--- config.mk ---
export PLATFORM = sky130hd
export DESIGN_NAME = if_stage
export DESIGN_NICKNAME = d
export VERILOG_FILES = /design/src/rtl/if_stage_pkg.sv /design/src/rtl/if_stage_pc_reg.sv /design/src/rtl/if_stage.sv
export SDC_FILE = /design/constraint.sdc
export NUM_CORES = 1
export LEC_CHECK = 0
export ABC_AREA = 1
export CAP_MARGIN = 20
export CORE_MARGIN = 4
export CORE_UTILIZATION = 47
export DETAILED_ROUTE_END_ITERATION = 10
export PLACE_DENSITY = 0.85
export SKIP_CTS_REPAIR_TIMING = 1
export SYNTH_ARGS = -nofsm -noshare
export SYNTH_HDL_FRONTEND = slang
export SYNTH_SLANG_ARGS = --single-unit
--- constraint.sdc ---
create_clock -name clk -period 2.1 [get_ports clk]
set_input_delay 0.42 -clock clk [delete_from_list [all_inputs] [get_ports clk]]
set_output_delay 0.42 -clock clk [all_outputs]
set_load 0.03 [all_outputs]
--- src/rtl/if_stage_pkg.sv ---
// Shared CPU constants and the IF/ID payload type used by the fetch stage.
package if_stage_pkg;

    localparam int unsigned XLEN = 32;
    localparam logic [XLEN-1:0] RESET_PC_DEFAULT = 32'h0000_3000;
    localparam int unsigned IM_WORDS_DEFAULT = 4096;
    localparam logic [XLEN-1:0] NOP_INSTR = 32'h0000_0000;
    localparam logic [4:0] EXC_ADEL = 5'd4;

    typedef struct packed {
        logic [XLEN-1:0] instr;
        logic [XLEN-1:0] pc;
        logic [XLEN-1:0] pc8;
        logic            valid;
        logic            exc;
    } if_id_t;

    localparam if_id_t IF_ID_BUBBLE = '{
        instr: NOP_INSTR,
        pc:    '0,
        pc8:   '0,
        valid: 1'b0,
        exc:   1'b0
    };

endpackage

--- src/rtl/if_stage_pc_reg.sv ---
// Program counter: sequential increment, decode redirect, frozen while stalled.
module if_stage_pc_reg
    import if_stage_pkg::*;
#(
    parameter logic [XLEN-1:0] RESET_PC = RESET_PC_DEFAULT
) (
    input  logic            clk,
    input  logic            reset,
    input  logic            stall,
    input  logic            redirect_valid,
    input  logic [XLEN-1:0] redirect_pc,
    output logic [XLEN-1:0] pc
);

    logic [XLEN-1:0] pc_d;
    logic [XLEN-1:0] pc_q;

    // A stalled redirect is dropped; decode presents it again once released.
    always_comb begin
        pc_d = pc_q + XLEN'(4);
        if (stall) begin
            pc_d = pc_q;
        end else if (redirect_valid) begin
            pc_d = redirect_pc;
        end
    end

    always_ff @(posedge clk or negedge reset) begin
        if (!reset) begin
            pc_q <= RESET_PC;
        end else begin
            pc_q <= pc_d;
        end
    end

    assign pc = pc_q;

endmodule

--- src/rtl/if_stage.sv ---
// Instruction fetch stage: PC, ROM address, legality check and IF/ID register.
module if_stage
    import if_stage_pkg::*;
#(
    parameter logic [XLEN-1:0] RESET_PC = RESET_PC_DEFAULT,
    parameter int unsigned     IM_WORDS = IM_WORDS_DEFAULT
) (
    input  logic            clk,
    input  logic            reset,
    input  logic            stall,
    input  logic            flush,
    input  logic            redirect_valid,
    input  logic [XLEN-1:0] redirect_pc,
    output logic [XLEN-1:0] im_addr,
    input  logic [XLEN-1:0] im_rdata,
    output logic [XLEN-1:0] instr_d,
    output logic [XLEN-1:0] pc_d,
    output logic [XLEN-1:0] pc8_d,
    output logic            valid_d,
    output logic            exc_d
);

    // One extra bit keeps the upper bound exact when the ROM ends at 2^32.
    localparam logic [XLEN:0] IM_FIRST = {1'b0, RESET_PC};
    localparam logic [XLEN:0] IM_LAST  = IM_FIRST + (33'(IM_WORDS) * 33'd4) - 33'd4;

    logic [XLEN-1:0] pc;
    logic            fetch_legal_c;
    if_id_t          if_id_d;
    if_id_t          if_id_q;

    if_stage_pc_reg #(
        .RESET_PC(RESET_PC)
    ) u_pc_reg (
        .clk           (clk),
        .reset         (reset),
        .stall         (stall),
        .redirect_valid(redirect_valid),
        .redirect_pc   (redirect_pc),
        .pc            (pc)
    );

    assign im_addr = pc;

    assign fetch_legal_c = (pc[1:0] == 2'b00)
                        && ({1'b0, pc} >= IM_FIRST)
                        && ({1'b0, pc} <= IM_LAST);

    // Flush wins over stall; delay-slot instructions are never squashed by a redirect.
    always_comb begin
        if_id_d = if_id_q;
        if (flush) begin
            if_id_d = IF_ID_BUBBLE;
        end else if (!stall) begin
            if_id_d.pc    = pc;
            if_id_d.pc8   = pc + XLEN'(8);
            if_id_d.valid = 1'b1;
            if (fetch_legal_c) begin
                if_id_d.instr = im_rdata;
                if_id_d.exc   = 1'b0;
            end else begin
                if_id_d.instr = NOP_INSTR;
                if_id_d.exc   = 1'b1;
            end
        end
    end

    always_ff @(posedge clk or negedge reset) begin
        if (!reset) begin
            if_id_q <= IF_ID_BUBBLE;
        end else begin
            if_id_q <= if_id_d;
        end
    end

    assign instr_d = if_id_q.instr;
    assign pc_d    = if_id_q.pc;
    assign pc8_d   = if_id_q.pc8;
    assign valid_d = if_id_q.valid;
    assign exc_d   = if_id_q.exc;

endmodule

==> run_results.csv <==
group,metric,value,unit
status,outcome,"finished clean",
setup_path,critPathKind,"reg2out",
yosys,ys_seq_area_share,50.2,%
routing,wl_per_cell,17.4,um
global_routing,grt_pass1_vias,6581,
routing,vias_per_cell,5.49,
floorplanning,die-area,0.0154,mm2
clock_network,cts_buffer_depth,2,
placed_design,hpwlAfterDp,15.7,mm
hold_path,hold-path-cell-count,2,
routing,routed_wirelength,21.4,mm
power_and_ir_drop,vdd_drop_max,0.000519,V
timing,finClkSkew,6.19,ps
setup_path,endpoint_kind,"primary output",
layout,final_net_count,1114,
yosys,synth_edf_count,0,
clock_network,clk_latency,420,ps
yosys,syn-cell-area,0.00634,mm2
setup_path,crit_chain,"clkdlybuf4s50_1",
global_routing,antenna_found_initial,0,
yosys,postSynthCellCount,836,
timing,worst_pin_slew,442,ps
global_routing,grt_pass1_wl,33.4,mm
yosys,synth_top_cell_area_share,49.4,%
setup_path,rr_worst_depth,10,
timing,rsz0062_at_grt,"false",
timing,min_period_over_period,98.7,%
hold_path,hp-class,"reg2reg",
setup_path,worst_ep_arrival_time,1650,ps
routing,drc,0,
run,timing.max_cap.violations,0,
clock_network,cts_tree,"yes",
yosys,synth_seq_cells,127,
setup_path,critPathLaunchType,"register",
yosys,synth_top_cell_by_area,"dfrtp_1",
yosys,synth_fp_nets,908,
setup_path,cp_slowest_stage_delay,740,ps
routing,drt_iter0_markers,696,
routing,ant_nets,0,
clock_network,path_clk_slew,60,ps
timing,hold_viol_final,0,
setup_path,crit_buf_inv,1,
layout,fillCellCount,1066,
clock_network,root_buffer,"clkbuf_16",
timing,finalMaxSlewViolations,0,
floorplanning,die_y,124,um
placed_design,placedCellCount,1198,
clock_network,numCtsBuffers,17,
yosys,yosys_warnings,0,
timing,post-route-min-period,2070,ps
yosys,ys_types,33,
timing,final.setup.tns,0,ps
layout,regArea,0.00318,mm2
setup_path,cp.required,1680,ps
layout,finalNonFillerCells,1231,
yosys,synthFlopType,"dfrtp_1",
floorplanning,core,0.0132,mm2
layout,layout-drive-gt1-share,7.96,%
setup_path,worst-path-stages,1,
layout,diodes,0,
yosys,syn_avg_cell_area,7.58,um2
setup_path,path_delay_family,"buffers and inverters",
power_and_ir_drop,power.density,839,mW/mm2
layout,multi_input_area,0.00279,mm2
setup_path,cp_max_fo,6,
layout,area_delta_synth_final,47.4,%
power_and_ir_drop,leakage,4.41,nW
placed_design,io_buffers,198,
routing,dr.pass1.iters,6,
yosys,synth_most_common_cell,"nand2_1",
setup_path,slowest_stage,"clkdlybuf4s50_1",
timing,max_freq,0.482,GHz
yosys,netlist_top_cells_count,"314 x nand2_1, 125 x dfrtp_1, 105 x nand3_1, 57 x nor2_1, 53 x inv_1",
placed_design,place_congestion,0.932,
floorplanning,initial_core_util,47.9,%
clock_network,clock_sinks,127,
yosys,yosys-top-cells-area,"dfrtp_1 49%, nand2_1 19%, nand3_1 8.3%",
floorplanning,num_rows,42,
global_routing,grt_remaining_overflow,0,
timing,setup_viol_count_final,0,
floorplanning,dieWidth,124,um
routing,vias,6758,
clock_network,htree_levels,4,
yosys,async_reset_ff_share,100,%
global_routing,grt_max_degree,52,
global_routing,track_usage,28.2,%
timing,slew_headroom,70.5,%
floorplanning,pin_count,199,
## final cells by class
class,count,share of cell area (%)
clock buffers,21,4.93
clock inverters,11,1.74
inverters,57,2.29
multi-input cells,614,29.8
flip-flops and latches,127,34.1
well taps,176,2.36
repair buffers,225,24.8
## registers in the layout (all words and copies together), names as in the netlist
name / flops
instr_d: 32
pc_d: 32
u_pc_reg.pc: 32
pc8_d: 29
exc_d: 1
valid_d: 1
## through the flow
stage          utilization [%]  setup WS (ps)  hold WS [ps]  total power [W]  cell area, um2
2_1_floorplan                -            322           124          0.00382            6340
3_3_place_gp              65.5            165           383          0.00471            8670
3_5_place_dp              65.5           87.3           387          0.00474            8670
4_1_cts                   70.2          -71.4         -53.2          0.00785            9300
5_1_grt                   70.5           2.43           494          0.00814            9340
6_report                  70.5           27.1           467          0.00784            9340
## power breakdown
part / switching, W / internal (W) / total (W)
clock: 0.00108 / 0.00204 / 0.00312
combinational: 0.00112 / 0.000701 / 0.00182
sequential: 0.000255 / 0.00265 / 0.00290
total: 0.00245 / 0.00539 / 0.00784
## metal layers
metal	GRT usage (%)	wire, um	vias up
met1	36.4	8180	3119
met3	7.49	2520	75
li1	-	-	3141
met4	13.6	761	0
met2	44.3	9960	423
met5	0	0	-
## worst min-delay path: cells and delay by family, from the launching register on
family / cells / cell delay, ps
flops: 1 / 340
simple gates: 2 / 90
## cells by family (layout without fill, tap and decap cells)
logic type / after synthesis / in the layout / share of synthesized area, %
flops: 127 / 127 / 50.2
simple gates: 524 / 524 / 35.2
buf+inv: 95 / 314 / 6.06
xor+xnor: 2 / 2 / 0.276
fa+ha+maj: 3 / 3 / 0.592
compound gates: 85 / 85 / 7.72
## placed cells by master (no fill, tap or decap), drive strengths merged
master and count:
nand2 319, clkdlybuf4s50 185, dfrtp 125, nand3 105
nor2 72, inv 56, o21ai 53, buf 27
clkbuf 21, nand4 17, o211ai 12, dlymetal6s2s 12
a21oi 9, nor3 9, clkinv 5, a22o 4
bufinv 4, ha 3, clkinvlp 3, a31oi 2
dfstp 2, nand3b 1, a32o 1, xnor2 1
a211oi 1, nor4 1, o31ai 1, o221ai 1
xor2 1, a22oi 1, dlygate4sd3 1
## final timing paths
path,startpoint,endpoint,slack (ps)
max,u_pc_reg.pc[10],im_addr[10],30
min,pc_d[18],pc_d[18],470
max reg2reg,u_pc_reg.pc[3],u_pc_reg.pc[25],160
min reg2reg,pc_d[18],pc_d[18],470
max in group asynchronous,reset,u_pc_reg.pc[12],1020
min in group asynchronous,reset,instr_d[6],490
Note: power is estimated with default switching activity, not from simulation.
